$ cat src/rtl/dot10_mac_scheduler.sv
// dot10_mac_scheduler
// Two requesters share one 4x4 unsigned multiplier and a 16-bit accumulator.
// Each request is a 10-element dot product of 4-bit vectors. Requests are
// arbitrated round-robin in IDLE. A granted job then takes 10 MAC cycles in RUN.
module dot10_mac_scheduler (
  input  logic        clk,
  input  logic        rst_n,
  input  logic        req_a,
  input  logic [39:0] xa,
  input  logic [39:0] ya,
  input  logic        req_b,
  input  logic [39:0] xb,
  input  logic [39:0] yb,
  output logic        ack_a,
  output logic        ack_b,
  output logic        busy,
  output logic        done,
  output logic        done_id,
  output logic [15:0] p
);

  typedef enum logic {IDLE = 1'b0, RUN = 1'b1} state_t;

  state_t      state_q, state_d;
  logic        last_gnt_q, last_gnt_d;   // 0 = A granted last, 1 = B granted last
  logic        owner_q, owner_d;         // requester of the job in flight
  logic [39:0] x_q, x_d;
  logic [39:0] y_q, y_d;
  logic [15:0] acc_q, acc_d;
  logic [3:0]  idx_q, idx_d;
  logic        ack_a_q, ack_a_d;
  logic        ack_b_q, ack_b_d;
  logic        done_q, done_d;
  logic        done_id_q, done_id_d;
  logic [15:0] p_q, p_d;

  logic        gnt_a, gnt_b;
  logic        last_step;
  logic [39:0] x_sh, y_sh;
  logic [7:0]  prod;

  // Arbitration: a lone requester wins; on a tie the one not granted last wins.
  always_comb begin
    gnt_a = (state_q == IDLE) && req_a && (!req_b || last_gnt_q);
    gnt_b = (state_q == IDLE) && req_b && !gnt_a;
  end

  // Element select and product for the current MAC step.
  always_comb begin
    x_sh      = x_q >> {idx_q, 2'b00};
    y_sh      = y_q >> {idx_q, 2'b00};
    prod      = {4'b0000, x_sh[3:0]} * {4'b0000, y_sh[3:0]};
    last_step = (state_q == RUN) && (idx_q == 4'd9);
  end

  // Next-state logic.
  always_comb begin
    // NOTE: every variable assigned in always_comb gets a default first, so no path can infer a latch.
    state_d = state_q;
    case (state_q)
      IDLE: if (gnt_a || gnt_b) state_d = RUN;
      RUN:  if (last_step)      state_d = IDLE;
      default: state_d = IDLE;
    endcase
  end

  // Datapath and output next values: capture on grant, accumulate in RUN.
  always_comb begin
    last_gnt_d = last_gnt_q;
    owner_d    = owner_q;
    x_d        = x_q;
    y_d        = y_q;
    acc_d      = acc_q;
    idx_d      = idx_q;
    ack_a_d    = gnt_a;
    ack_b_d    = gnt_b;
    done_d     = last_step;
    done_id_d  = done_id_q;
    p_d        = p_q;
    if (gnt_a || gnt_b) begin
      x_d        = gnt_b ? xb : xa;
      y_d        = gnt_b ? yb : ya;
      acc_d      = 16'd0;
      idx_d      = 4'd0;
      owner_d    = gnt_b;
      last_gnt_d = gnt_b;
    end else if (state_q == RUN) begin
      acc_d = acc_q + {8'd0, prod};
      idx_d = idx_q + 4'd1;
      if (last_step) begin
        p_d       = acc_q + {8'd0, prod};
        done_id_d = owner_q;
      end
    end
  end

  // State and datapath registers. Operand registers are reset too, so an aborted job leaves nothing behind.
  always_ff @(posedge clk or negedge rst_n) begin
    if (!rst_n) begin
      state_q    <= IDLE;
      last_gnt_q <= 1'b1;
      owner_q    <= 1'b0;
      x_q        <= 40'd0;
      y_q        <= 40'd0;
      acc_q      <= 16'd0;
      idx_q      <= 4'd0;
      ack_a_q    <= 1'b0;
      ack_b_q    <= 1'b0;
      done_q     <= 1'b0;
      done_id_q  <= 1'b0;
      p_q        <= 16'd0;
    end else begin
      // NOTE: non-blocking assignments so every flop samples pre-edge values, independent of statement order.
      state_q    <= state_d;
      last_gnt_q <= last_gnt_d;
      owner_q    <= owner_d;
      x_q        <= x_d;
      y_q        <= y_d;
      acc_q      <= acc_d;
      idx_q      <= idx_d;
      ack_a_q    <= ack_a_d;
      ack_b_q    <= ack_b_d;
      done_q     <= done_d;
      done_id_q  <= done_id_d;
      p_q        <= p_d;
    end
  end

  assign busy    = (state_q == RUN);
  assign ack_a   = ack_a_q;
  assign ack_b   = ack_b_q;
  assign done    = done_q;
  assign done_id = done_id_q;
  assign p       = p_q;

endmodule

$ cat config.mk
export PLATFORM = sky130hd
export DESIGN_NAME = dot10_mac_scheduler
export DESIGN_NICKNAME = d
export VERILOG_FILES = /design/src/rtl/dot10_mac_scheduler.sv
export SDC_FILE = /design/constraint.sdc
export NUM_CORES = 1
export LEC_CHECK = 0
export ABC_AREA = 0
export ABC_CLOCK_PERIOD_IN_PS = 9560
export BUFFER_PORTS_ARGS = -buffer_cell sky130_fd_sc_hd__buf_4
export CAP_MARGIN = 20
export CORE_ASPECT_RATIO = 1.25
export CORE_MARGIN = 8
export CORE_UTILIZATION = 50
export CTS_CLUSTER_SIZE = 24
export DETAILED_ROUTE_END_ITERATION = 8
export PLACE_DENSITY = 0.79
export SYNTH_ARGS = -nofsm -noshare
export SYNTH_HDL_FRONTEND = slang
export SYNTH_SLANG_ARGS = --single-unit
$ cat constraint.sdc
create_clock -name clk -period 9.56 [get_ports clk]
set_input_delay 1.912 -clock clk [delete_from_list [all_inputs] [get_ports clk]]
set_output_delay 1.912 -clock clk [all_outputs]
set_load 0.02 [all_outputs]
Word-level counts from Yosys, hierarchy flattened
Cells that the tools add are included.
Storage, ports and cells
  register bits: 123
  input bits: 164
  output and inout bits: 21
  logic and storage cells: 40
Cells by class
  add/sub/neg operators: 2
  multiply operators: 1
  eq/ne operators: 1
  shifts and indexed selects: 2
  mux-type cells: 9
  bitwise operators: 2
  reductions and logical operators: 11
Operators with widths (count)
  40-bit two-way mux: 2
  40-bit by 6-bit >> shifter with 4-bit output: 2
  16-bit two-way mux: 2
  16-bit by 8-bit adder with 16-bit output: 1
  4-bit by 4-bit multiplier with 8-bit output: 1
  4-bit two-way mux: 2
  1-bit logical AND: 5
  4-bit by 1-bit adder with 4-bit output (second input constant): 1
  4-bit == test (second input constant): 1
  3-bit AND reduction: 1
  1-bit zero test: 2
  1-bit logical OR: 2
  1-bit two-way mux: 2
  1-bit inverter: 2
  1-bit one-hot mux with 2 select lines: 1
  2-bit nonzero test: 1

Longest topological paths before layout
Gate-level depths: netlist of run 1.
  word-level depth: 8
  mapped depth: 18
  gate-level depth less buffers: 16

Worst setup path before layout of run 1
OpenSTA, ideal clock, no wires.
  path kind: register to register
  from: reg idx_q[0]
  to: reg acc_q[15]
  setup time: 0.138 ns
  arrival time: 4.266 ns
  required time: 9.422 ns
  path slack: 5.156 ns
  cell stages (with the launch flop): 17
  path buffers: 2
  period minus slack after synthesis: 4.404 ns
  cells stage by stage: dfrtp_1 buf_6 buf_12 mux4_2 a22oi_2 o21ai_1 nand2_1 fa_1 fa_1 fa_1 inv_1 ha_1 a211oi_1 o211ai_2 nand4_1 xor2_1 mux2i_1
Between the ends
  cells in the longest elaborated chain, start to end: 5
  elaborated cells on any way between the ends: 6
  those cells by class: add/sub: 1; mul: 1; shift: 2; mux: 2
RTL lines
  start, declared: line 30  | logic [3:0] idx_q, idx_d;
  start signal, assigned: line 120  | idx_q <= idx_d;
  40-bit by 6-bit >> shifter with 4-bit output, on equally long branches: line 50, 51
  4-bit by 4-bit multiplier with 8-bit output (*): line 52  | prod = {4'b0000, x_sh[3:0]} * {4'b0000, y_sh[3:0]};
  16-bit by 8-bit adder with 16-bit output (*): line 88  | acc_d = acc_q + {8'd0, prod};
  16-bit two-way mux (*): line 87  | end else if (state_q == RUN) begin
  16-bit two-way mux (*): line 80  | if (gnt_a || gnt_b) begin
  end signal, assigned: line 105  | acc_q <= 16'd0;
  end signal, assigned: line 119  | acc_q <= acc_d;
  end, declared: line 29  | logic [15:0] acc_q, acc_d;
Mark *: on every way between the ends. The rest lies on a longest branch, timed or not. The select of a mux whose other input is x is not followed.
A chain may end at the register's enable or synchronous reset.

Worst setup path in the final report of run 1
Ends and elaborated chain as after synthesis.

==> metrics.md, run 1 <==
| Metric | Value |
|---|---|
| Worst Tran Pin Value | 0.9532 ns |
| Mux cell area share after synthesis | 7.082% |
| Critical Path AT | 5.45 ns |
| Post-CTS Setup Bufs | 0 |
| Total number of yosys warnings | 0 |
| Cts hold-fix bufs | 0 |
| Crit path kind | flop to flop |
| Psw | 1.939 mW |
| Core Region | 0.01429 mm2 |
| CTS clock-pin slew for the worst setup and hold paths | 0.05 ns |
| Compound-Gate Fraction of Synth Area | 23.13% |
| Leak | 4.457 nW |
| Clock net sink count | 123 |
| Synth Area in Simple Gates | 10.09% |
| Gpl congestion | 0.8530 |
| TritonCTS clock tree | yes |
| First-pass GRT wire length | 30.42 mm |
| WL final | 18.80 mm |
| Root buffer cell | clkbuf_16 |
| Starting Density | 50.71% |
| Reg2reg path depth | 14 |
| Peak VDD IR | 0.5299 mV |
| Crit path to | acc_q[15]$_DFFE_PN0P_ |
| Final Max Slew Viols | 0 |
| Cell area after synthesis | 0.007243 mm2 |
| Layout Nets | 1,122 |
| Sum Neg Setup Slack | 0 ns |
| Avg Cell Area, Syn | 9.310 um2 |
| H-tree depth | 4 |
| Post-CTS sizing | 0 |
| CTS Buffer Depth | 2 |
| Minimum clock period | 5.191 ns |
| Worst Skew | 0.01030 ns |
| GRT Util Overall | 20.74% |
| Largest family of logic cells by synthesized area | compound AO/OA/AOI/OAI gates |
| Ys flop type | dfrtp_1 |
| Post-Synth Adder-Cell Area | 5.942% |
| DRT iter0 DRCs | 496 |
| Via/cell ratio | 5.510 |
| Total CTS buffers | 17 |
| Pin count of the biggest net entering global routing | 88 |
| Die ar. | 0.01862 mm2 |
| Switching Fraction | 44.86% |
| Gate power share | 62.7% |
| First-pass DRT Iterations | 5 |
| Die X | 123.7 um |
| Placement Cell Area | 0.008646 mm2 |
| Async set-reset flop share out of synthesis | 100.0% |
| Number of enable flip-flop cells after synthesis | 0 |
| Max Fclk | 192.7 MHz |
| Clock Latency Late Sink | 0.41 ns |
| DRC | 0 |
| Final Hold Violating Endpoints | 0 |
| Worst hold path type | flop to flop |
| Row cnt | 49 |
| Layout cells sized above 1 | 26.96% |
| Via Count | 6,171 |
| Port buffer count | 184 |
| CP startpoint kind | flop |
| Initial antenna violation count | 0 |
| Crit path max fanout | 28 |
| Layout area overhead | 27.48% |
| Register bit total from synthesis | 123 |
| Crit Reg-Reg Startpoint | idx_q[0]$_DFFE_PN0P_ |
| Synth Area in XOR/XNOR | 1.814% |
| Reg power frac | 22.7% |
| Reg2reg setup slack | 4.37 ns |
| FF-to-FF End | acc_q[15]$_DFFE_PN0P_ |
| Syn Nets | 971 |
| Critical Path RT | 9.82 ns |
| # Max-Cap Violations | 0 |
| Crit end category | flop |
| Vert. Die Dim | 150.6 um |
| Final worst-path cycle share | 54.29% |
| P_int | 2.383 mW |
| Syn Inst Count | 778 |
| Ant. Diodes | 0 |
| WL/cell | 16.78 um |
| I/O Pins | 185 |
| Synth cell types | 45 |
| Clock group share of total power | 14.6% |
| Power per cell area | 468.1 mW/mm2 |
| Detail Route Antenna Nets | 0 |
| Final HPWL DP | 13.49 mm |
| Grt ovf | 0 |
| Vias in the first global route | 6,258 |
| RSZ-0062 raised after global routing | false |
| Design area | 0.009234 mm2 |
| Relative max-transition margin | 36.32% |
| Sequential area share after synthesis | 42.51% |
| Setup-failing EPs final | 0 |
| Beginning of the critical path | idx_q[0]$_DFFE_PN0P_ |
| Status | finished, final reports clean |
[placed cells by master, fill, tap and decap left out, types with 16 or more instances in the layout]
master     count
o22a_1        80
nor2_1        96
inv_1        107
mux4_2        16
buf_4        190
nand2_1       60
dfrtp_1      120
o21ai_1       23
a31oi_1       82
ha_1          20
clkbuf_16     17
[cell type report]
| type | instances | area (um2) |
|---|---|---|
| Timing Repair Buffer | 190 | 1426 |
| Tap cell | 178 | 222.7 |
| Fill cell | 1203 | 5051 |
| Clock inverter | 14 | 148.9 |
| Clock buffer | 18 | 439.2 |
| Inverter | 110 | 412.9 |
| Sequential cell | 123 | 3084 |
| Multi-Input combinational cell | 487 | 3500 |
[registers in the layout (all words and copies together), names as in the netlist]
register and count:
done 1, busy 1, last_gnt_q 1, ack_b 1
x_q 40, ack_a 1, owner_q 1, acc_q 16
idx_q 4, p 16, done_id 1, y_q 40
[per-stage QoR]
stage	util [%]	power (mW)	std cells	setup WS (ns)	hold slack (ns)
final	64.64	4.322	1120	4.370	0.4724
after global routing	64.64	4.722	1120	4.039	0.4955
after CTS	64.64	4.340	1120	4.335	0.4773
after detailed placement	60.52	3.657	1088	4.378	0.4638
after global placement	60.52	3.607	1088	4.386	0.4587
after floorplan	-	3.072	778	5.156	0.4766
[routing by layer]
layer / global-route usage [%] / wire length (um)
met5: 0 / 0
met4: 9.354 / 589
met3: 4.503 / 988
met2: 35.95 / 9777
met1: 23.82 / 7443
[critical path, cell delays in order (launching register included)]
cell	delay, ns
dfrtp_2	0.93
mux4_2	0.61
a22oi_1	0.23
o21a_1	0.22
nand2b_1	0.15
fa_1	0.42
fa_1	0.51
fa_1	0.52
inv_1	0.05
ha_1	0.35
a211oi_1	0.39
o211ai_2	0.19
nand4_1	0.15
xor2_1	0.19
mux2i_1	0.11
[worst min path at each step]
stage,start,to,cells past startpoint
floorplan,x_q[10]$_DFFE_PN0P_,x_q[10]$_DFFE_PN0P_,1
global placement,p[2]$_DFFE_PN0P_,p[2]$_DFFE_PN0P_,2
detailed placement,p[2]$_DFFE_PN0P_,p[2]$_DFFE_PN0P_,2
CTS,p[0]$_DFFE_PN0P_,p[0]$_DFFE_PN0P_,2
global route,p[0]$_DFFE_PN0P_,p[0]$_DFFE_PN0P_,2
finish,p[0]$_DFFE_PN0P_,p[0]$_DFFE_PN0P_,2
[synthesized netlist by cell type, drive strengths merged (3+ instances only)]
cell type  count  share of area (%)
o211ai         6               0.69
nand2b         3               0.26
o21ai         27                1.9
clkbuf        30                1.6
a31oi         82                7.1
a21oi         10               0.74
a22oi          8                1.1
buf           28                2.2
fa             9                2.5
mux2i         13                1.8
nand4          5               0.43
nor2          96                5.0
o22a          80                9.7
xnor2          4               0.48
ha            20                3.5
nand3          7               0.48
dfrtp        122                 42
mux4          16                5.0
o21a           9               0.95
inv          110                5.7
xor2          11                1.3
nand2         60                3.1
o31ai          4               0.41
[cell families after synthesis]
kind of cell,Yosys count
compound gates,232
xor+xnor,15
fa+ha+maj,29
buf+inv,168
flops,123
mux,31
simple gates,180
[power groups by stage]
stage / logic [mW] / registers [mW] / clock network [mW]
global placement: 2.63 / 0.979 / 0
floorplan: 2.16 / 0.913 / 0
detailed placement: 2.67 / 0.988 / 0
CTS: 2.72 / 0.983 / 0.637
global route: 3.05 / 1.01 / 0.660
finish: 2.71 / 0.982 / 0.630
(Power assumes the default switching activity.)
==> run 2: changes to the inputs <==
--- a/config.mk
+++ b/config.mk
@@ -6,15 +6,15 @@
 export NUM_CORES = 1
 export LEC_CHECK = 0
 export ABC_AREA = 0
-export ABC_CLOCK_PERIOD_IN_PS = 9560
+export ABC_CLOCK_PERIOD_IN_PS = 4390
 export BUFFER_PORTS_ARGS = -buffer_cell sky130_fd_sc_hd__buf_4
 export CAP_MARGIN = 20
 export CORE_ASPECT_RATIO = 1.25
 export CORE_MARGIN = 8
-export CORE_UTILIZATION = 50
+export CORE_UTILIZATION = 49
 export CTS_CLUSTER_SIZE = 24
 export DETAILED_ROUTE_END_ITERATION = 8
-export PLACE_DENSITY = 0.79
+export PLACE_DENSITY = 0.81
 export SYNTH_ARGS = -nofsm -noshare
 export SYNTH_HDL_FRONTEND = slang
 export SYNTH_SLANG_ARGS = --single-unit
==> constraint.sdc (replaced) <==
create_clock -name clk -period 4.39 [get_ports clk]
set_input_delay 0.878 -clock clk [delete_from_list [all_inputs] [get_ports clk]]
set_output_delay 0.878 -clock clk [all_outputs]
set_load 0.02 [all_outputs]
==> metrics.md, run 2 (same netlist as run 1, synthesis figures left out) <==
| Metric | Value |
|---|---|
| Status | complete, but fails checks |
| Failing checks | setup timing |
| CTS clock-pin slew for the worst setup and hold paths | 0.06 ns |
| Hold depth | 2 |
| Max Fclk | 221.1 MHz |
| Relative max-transition margin | 34.92% |
| First-pass DRT Iterations | 6 |
| Final Max Slew Viols | 0 |
| Layout cells sized above 1 | 31.79% |
| Worst Skew | 0.01348 ns |
| GRT Util Overall | 20.66% |
| Vert. Die Dim | 151.9 um |
| Clock net sink count | 123 |
| DRC | 0 |
| CP startpoint kind | flop |
| Worst Tran Pin Value | 0.9742 ns |
| Pin count of the biggest net entering global routing | 87 |
| Minimum clock period | 4.524 ns |
| Die ar. | 0.01895 mm2 |
| Critical Path RT | 4.67 ns |
| Final Hold Violating Endpoints | 0 |
| Starting Density | 50.27% |
| Row cnt | 49 |
| Core Region | 0.01441 mm2 |
| Root buffer cell | clkbuf_16 |
| Final worst-path cycle share | 103.0% |
| CTS Buffer Depth | 2 |
| Most Frequent Cell on Critical Path | ha_1 |
| Setup-failing EPs final | 6 |
| WL final | 20.12 mm |
| Cts hold-fix bufs | 0 |
| Worst hold path type | flop to flop |
| Layout Nets | 1,155 |
| Critical path's slowest cell | mux4_2 |
| Vias in the first global route | 6,550 |
| Port buffer count | 184 |
| Clock Latency Late Sink | 0.42 ns |
| Final HPWL DP | 14.15 mm |
| Reg2reg path depth | 16 |
| Die X | 124.7 um |
| Biggest regs | x_q x40, y_q x40 |
| Critical Path AT | 4.80 ns |
| # fillers | 1,104 |
| Via Count | 6,431 |
| WL/cell | 17.45 um |
| Gpl congestion | 0.8781 |
| Crit path kind | flop to flop |
| First-pass GRT wire length | 32.39 mm |
| Commonest non-fill, non-tap cell in the layout | buf_4 |
| TritonCTS clock tree | yes |
| Ant. Diodes | 0 |
| Detail Route Antenna Nets | 0 |
| I/O Pins | 185 |
| Sum Neg Setup Slack | -0.3913 ns |
| DRT iter0 DRCs | 535 |
| Grt ovf | 0 |
| H-tree depth | 4 |
| CP peak stage delay | 0.52 ns |
| # Max-Cap Violations | 0 |
| Crit path max fanout | 5 |
| Layout area overhead | 33.82% |
| Initial antenna violation count | 0 |
| Via/cell ratio | 5.578 |
| RSZ-0062 raised after global routing | true |
| Final worst slack | -0.1335 ns |
| Worst-path cell chain | buf_12 -> buf_4 -> mux4_2 -> a22oi_2 -> o21a_1 -> buf_4 -> nor2_1 -> ha_1 -> ha_1 -> fa_1 -> ha_1 -> a21oi_1 -> o211ai_1 -> or2_1 -> a31oi_1 -> a31oi_1 |
| Most frequent cells in the layout | 214 x buf_4, 120 x dfrtp_1, 105 x inv_1, 96 x nor2_1, 82 x a31oi_1 |
| Total CTS buffers | 17 |
| Crit end category | flop |
[run 2: final cells by class]
| class | count | area [um2] | area share [%] |
|---|---|---|---|
| Clock buffer | 17 | 425.4 | 4.389 |
| Clock inverter | 15 | 152.6 | 1.575 |
| Inverter | 110 | 412.9 | 4.260 |
| Multi-Input combinational cell | 487 | 3621 | 37.36 |
| Sequential cell | 123 | 3084 | 31.82 |
| Tap cell | 178 | 222.7 | 2.298 |
| Timing Repair Buffer | 223 | 1774 | 18.30 |
[run 2: what timing repair did]
action                                  4_1_cts  5_1_grt
resized for setup                             7       20
endpoints found under the setup margin       14       19
pin swaps                                     7       14
gates cloned                                  0        1
buffers inserted                              2        9
hold endpoints to repair                      0        0
[run 2: per-stage QoR]
step / hold WS (ns) / utilization (%) / setup WS, ns / area (um2) / std cells
2_1_floorplan: 0.4766 / - / 0.004797 / 7248 / 778
6_report: 0.4722 / 67.28 / -0.1335 / 9693 / 1153
4_1_cts: 0.4796 / 66.05 / 0.009217 / 9517 / 1143
5_1_grt: 0.4945 / 67.28 / -0.2021 / 9693 / 1153
3_5_place_dp: 0.4659 / 61.66 / -0.1227 / 8884 / 1109
3_3_place_gp: 0.4613 / 61.66 / -0.03447 / 8884 / 1109
[run 2: per-layer routing]
| layer | track usage (%) | routed length, um |
|---|---|---|
| met5 | 0 | 0 |
| met4 | 9.431 | 674 |
| met3 | 5.465 | 1049 |
| met2 | 34.55 | 10210 |
| met1 | 24.26 | 8182 |
[run 2: path summary, 6_finish.rpt]
| check | startpoint | to | slack (ns) |
|---|---|---|---|
| hold reg to reg | p[4]$_DFFE_PN0P_ | p[4]$_DFFE_PN0P_ | 0.47 |
| setup reg to reg | idx_q[0]$_DFFE_PN0P_ | acc_q[12]$_DFFE_PN0P_ | -0.13 |
| max in group asynchronous | rst_n | p[9]$_DFFE_PN0P_ | 3.01 |
| min in group asynchronous | rst_n | y_q[11]$_DFFE_PN0P_ | 0.54 |
| setup / recovery | idx_q[0]$_DFFE_PN0P_ | acc_q[12]$_DFFE_PN0P_ | -0.13 |
| hold / removal | p[4]$_DFFE_PN0P_ | p[4]$_DFFE_PN0P_ | 0.47 |
[run 2: critical path, delay by kind of cell (launching register included)]
family	cells	cell delay, ns
AOI/OAI and AO/OA	6	1.28
adders and majority gates	4	1.43
buffers and inverters	3	0.39
DFF	1	0.44
muxes	1	0.52
and+or+nand+nor	2	0.34
Power of run 2 is not shown: default switching activity piles up to over one toggle a cycle in this logic, so the estimate is an artifact.
==> run 3: changes to the inputs <==
--- a/config.mk
+++ b/config.mk
@@ -15,6 +15,7 @@
 export CTS_CLUSTER_SIZE = 24
 export DETAILED_ROUTE_END_ITERATION = 8
 export PLACE_DENSITY = 0.81
+export SKIP_CTS_REPAIR_TIMING = 1
 export SYNTH_ARGS = -nofsm -noshare
 export SYNTH_HDL_FRONTEND = slang
 export SYNTH_SLANG_ARGS = --single-unit
==> metrics.md, run 3 (same netlist as run 1, synthesis figures left out) <==
| Metric | Value |
|---|---|
| Worst hold path type | flop to flop |
| Critical Path RT | 4.66 ns |
| Placed Cells | 1,109 |
| Worst Skew | 0.009806 ns |
| RSZ-0062 raised after global routing | true |
| Worst Tran Pin Value | 0.9554 ns |
| Initial antenna violation count | 0 |
| Most frequent cells in the layout | 213 x buf_4, 120 x dfrtp_1, 105 x inv_1, 96 x nor2_1, 82 x a31oi_1 |
| Starting Density | 50.27% |
| Max Fclk | 223.5 MHz |
| Pin count of the biggest net entering global routing | 87 |
| First-pass GRT wire length | 32.15 mm |
| Biggest regs | x_q x40, y_q x40 |
| # Max-Cap Violations | 0 |
| Clock Latency Late Sink | 0.41 ns |
| Final worst slack | -0.08424 ns |
| # fillers | 1,102 |
| Non-Filler Instances | 1,152 |
| Final core occ | 67.28% |
| Die X | 124.7 um |
| I/O Pins | 185 |
| First-pass DRT Iterations | 7 |
| Port buffer count | 184 |
| DRC | 0 |
| Vias in the first global route | 6,487 |
| Row cnt | 49 |
| Detail Route Antenna Nets | 0 |
| GRT Util Overall | 20.49% |
| Crit end category | flop |
| Clock net sink count | 123 |
| Vert. Die Dim | 151.9 um |
| Final HPWL DP | 14.15 mm |
| CTS clock-pin slew for the worst setup and hold paths | 0.06 ns |
| Layout Nets | 1,154 |
| Root buffer cell | clkbuf_16 |
| CP startpoint kind | flop |
| Crit path max fanout | 5 |
| Grt ovf | 0 |
| Core Region | 0.01441 mm2 |
| Register Area | 0.003084 mm2 |
| H-tree depth | 4 |
| Gpl congestion | 0.8781 |
| DRT iter0 DRCs | 537 |
| Relative max-transition margin | 36.17% |
| Final worst-path cycle share | 101.9% |
| Total CTS buffers | 17 |
| Layout cells sized above 1 | 31.72% |
| Final Max Slew Viols | 0 |
| Die ar. | 0.01895 mm2 |
| TritonCTS clock tree | yes |
| Failing checks | setup timing |
| WL final | 20.07 mm |
| Status | complete, but fails checks |
| Setup-failing EPs final | 7 |
| Final Hold Violating Endpoints | 0 |
| Minimum clock period | 4.474 ns |
| CTS Buffer Depth | 2 |
| Commonest non-fill, non-tap cell in the layout | buf_4 |
| Crit path kind | flop to flop |
| Via Count | 6,448 |
| Ant. Diodes | 0 |
| Footprint of the multi-input gates | 0.003628 mm2 |
| Via/cell ratio | 5.597 |
| Layout area overhead | 33.82% |
| Critical Path AT | 4.74 ns |
| WL/cell | 17.42 um |
[run 3: layout make-up]
cell class	count	area share (%)
Inverter	110	4.260
Sequential cell	123	31.82
Multi-Input combinational cell	487	37.43
Timing Repair Buffer	222	18.23
Clock inverter	15	1.575
Tap cell	178	2.298
Clock buffer	17	4.389
[run 3: worst max-delay path, cell delays in order, from the launching register on]
cell and delay, ns:
dfrtp_2 0.44, buf_12 0.14, mux4_2 0.50, a22oi_2 0.16, o21a_1 0.21, nand2b_4 0.15, fa_1 0.44, fa_2 0.46
fa_1 0.51, inv_2 0.05, ha_4 0.16, a211oi_2 0.38, o211ai_1 0.20, a21oi_2 0.22, xor2_1 0.21, mux2i_1 0.10
[run 3: path summary, 6_finish.rpt]
check | startpoint | end | cells past startpoint | slack, ns
worst max-delay path | idx_q[0]$_DFFE_PN0P_ | acc_q[8]$_DFFE_PN0P_ | 15 | -0.08
worst min-delay path | p[4]$_DFFE_PN0P_ | p[4]$_DFFE_PN0P_ | 2 | 0.47
worst max register to register | idx_q[0]$_DFFE_PN0P_ | acc_q[8]$_DFFE_PN0P_ | 15 | -0.08
worst min register to register | p[4]$_DFFE_PN0P_ | p[4]$_DFFE_PN0P_ | 2 | 0.47
max in group asynchronous | rst_n | p[9]$_DFFE_PN0P_ | 2 | 3.01
min in group asynchronous | rst_n | y_q[11]$_DFFE_PN0P_ | 1 | 0.53
[run 3: metal layers]
metal	wire [um]	global-route usage (%)
met5	0	0
met4	611	8.856
met3	1046	5.325
met2	10220	34.45
met1	8187	24.17
[run 3: per-stage QoR]
stage	setup TNS (ns)	hold slack [ns]	instance area, um2	setup slack [ns]
2_1_floorplan	0	0.4766	7248	0.004797
3_3_place_gp	-0.06397	0.4613	8884	-0.03447
3_5_place_dp	-0.8925	0.4659	8884	-0.1227
4_1_cts	-1.139	0.4796	9462	-0.1501
5_1_grt	-2.823	0.4945	9693	-0.2152
6_report	-0.3611	0.4720	9693	-0.08424
Power of run 3 is left out for the same reason.
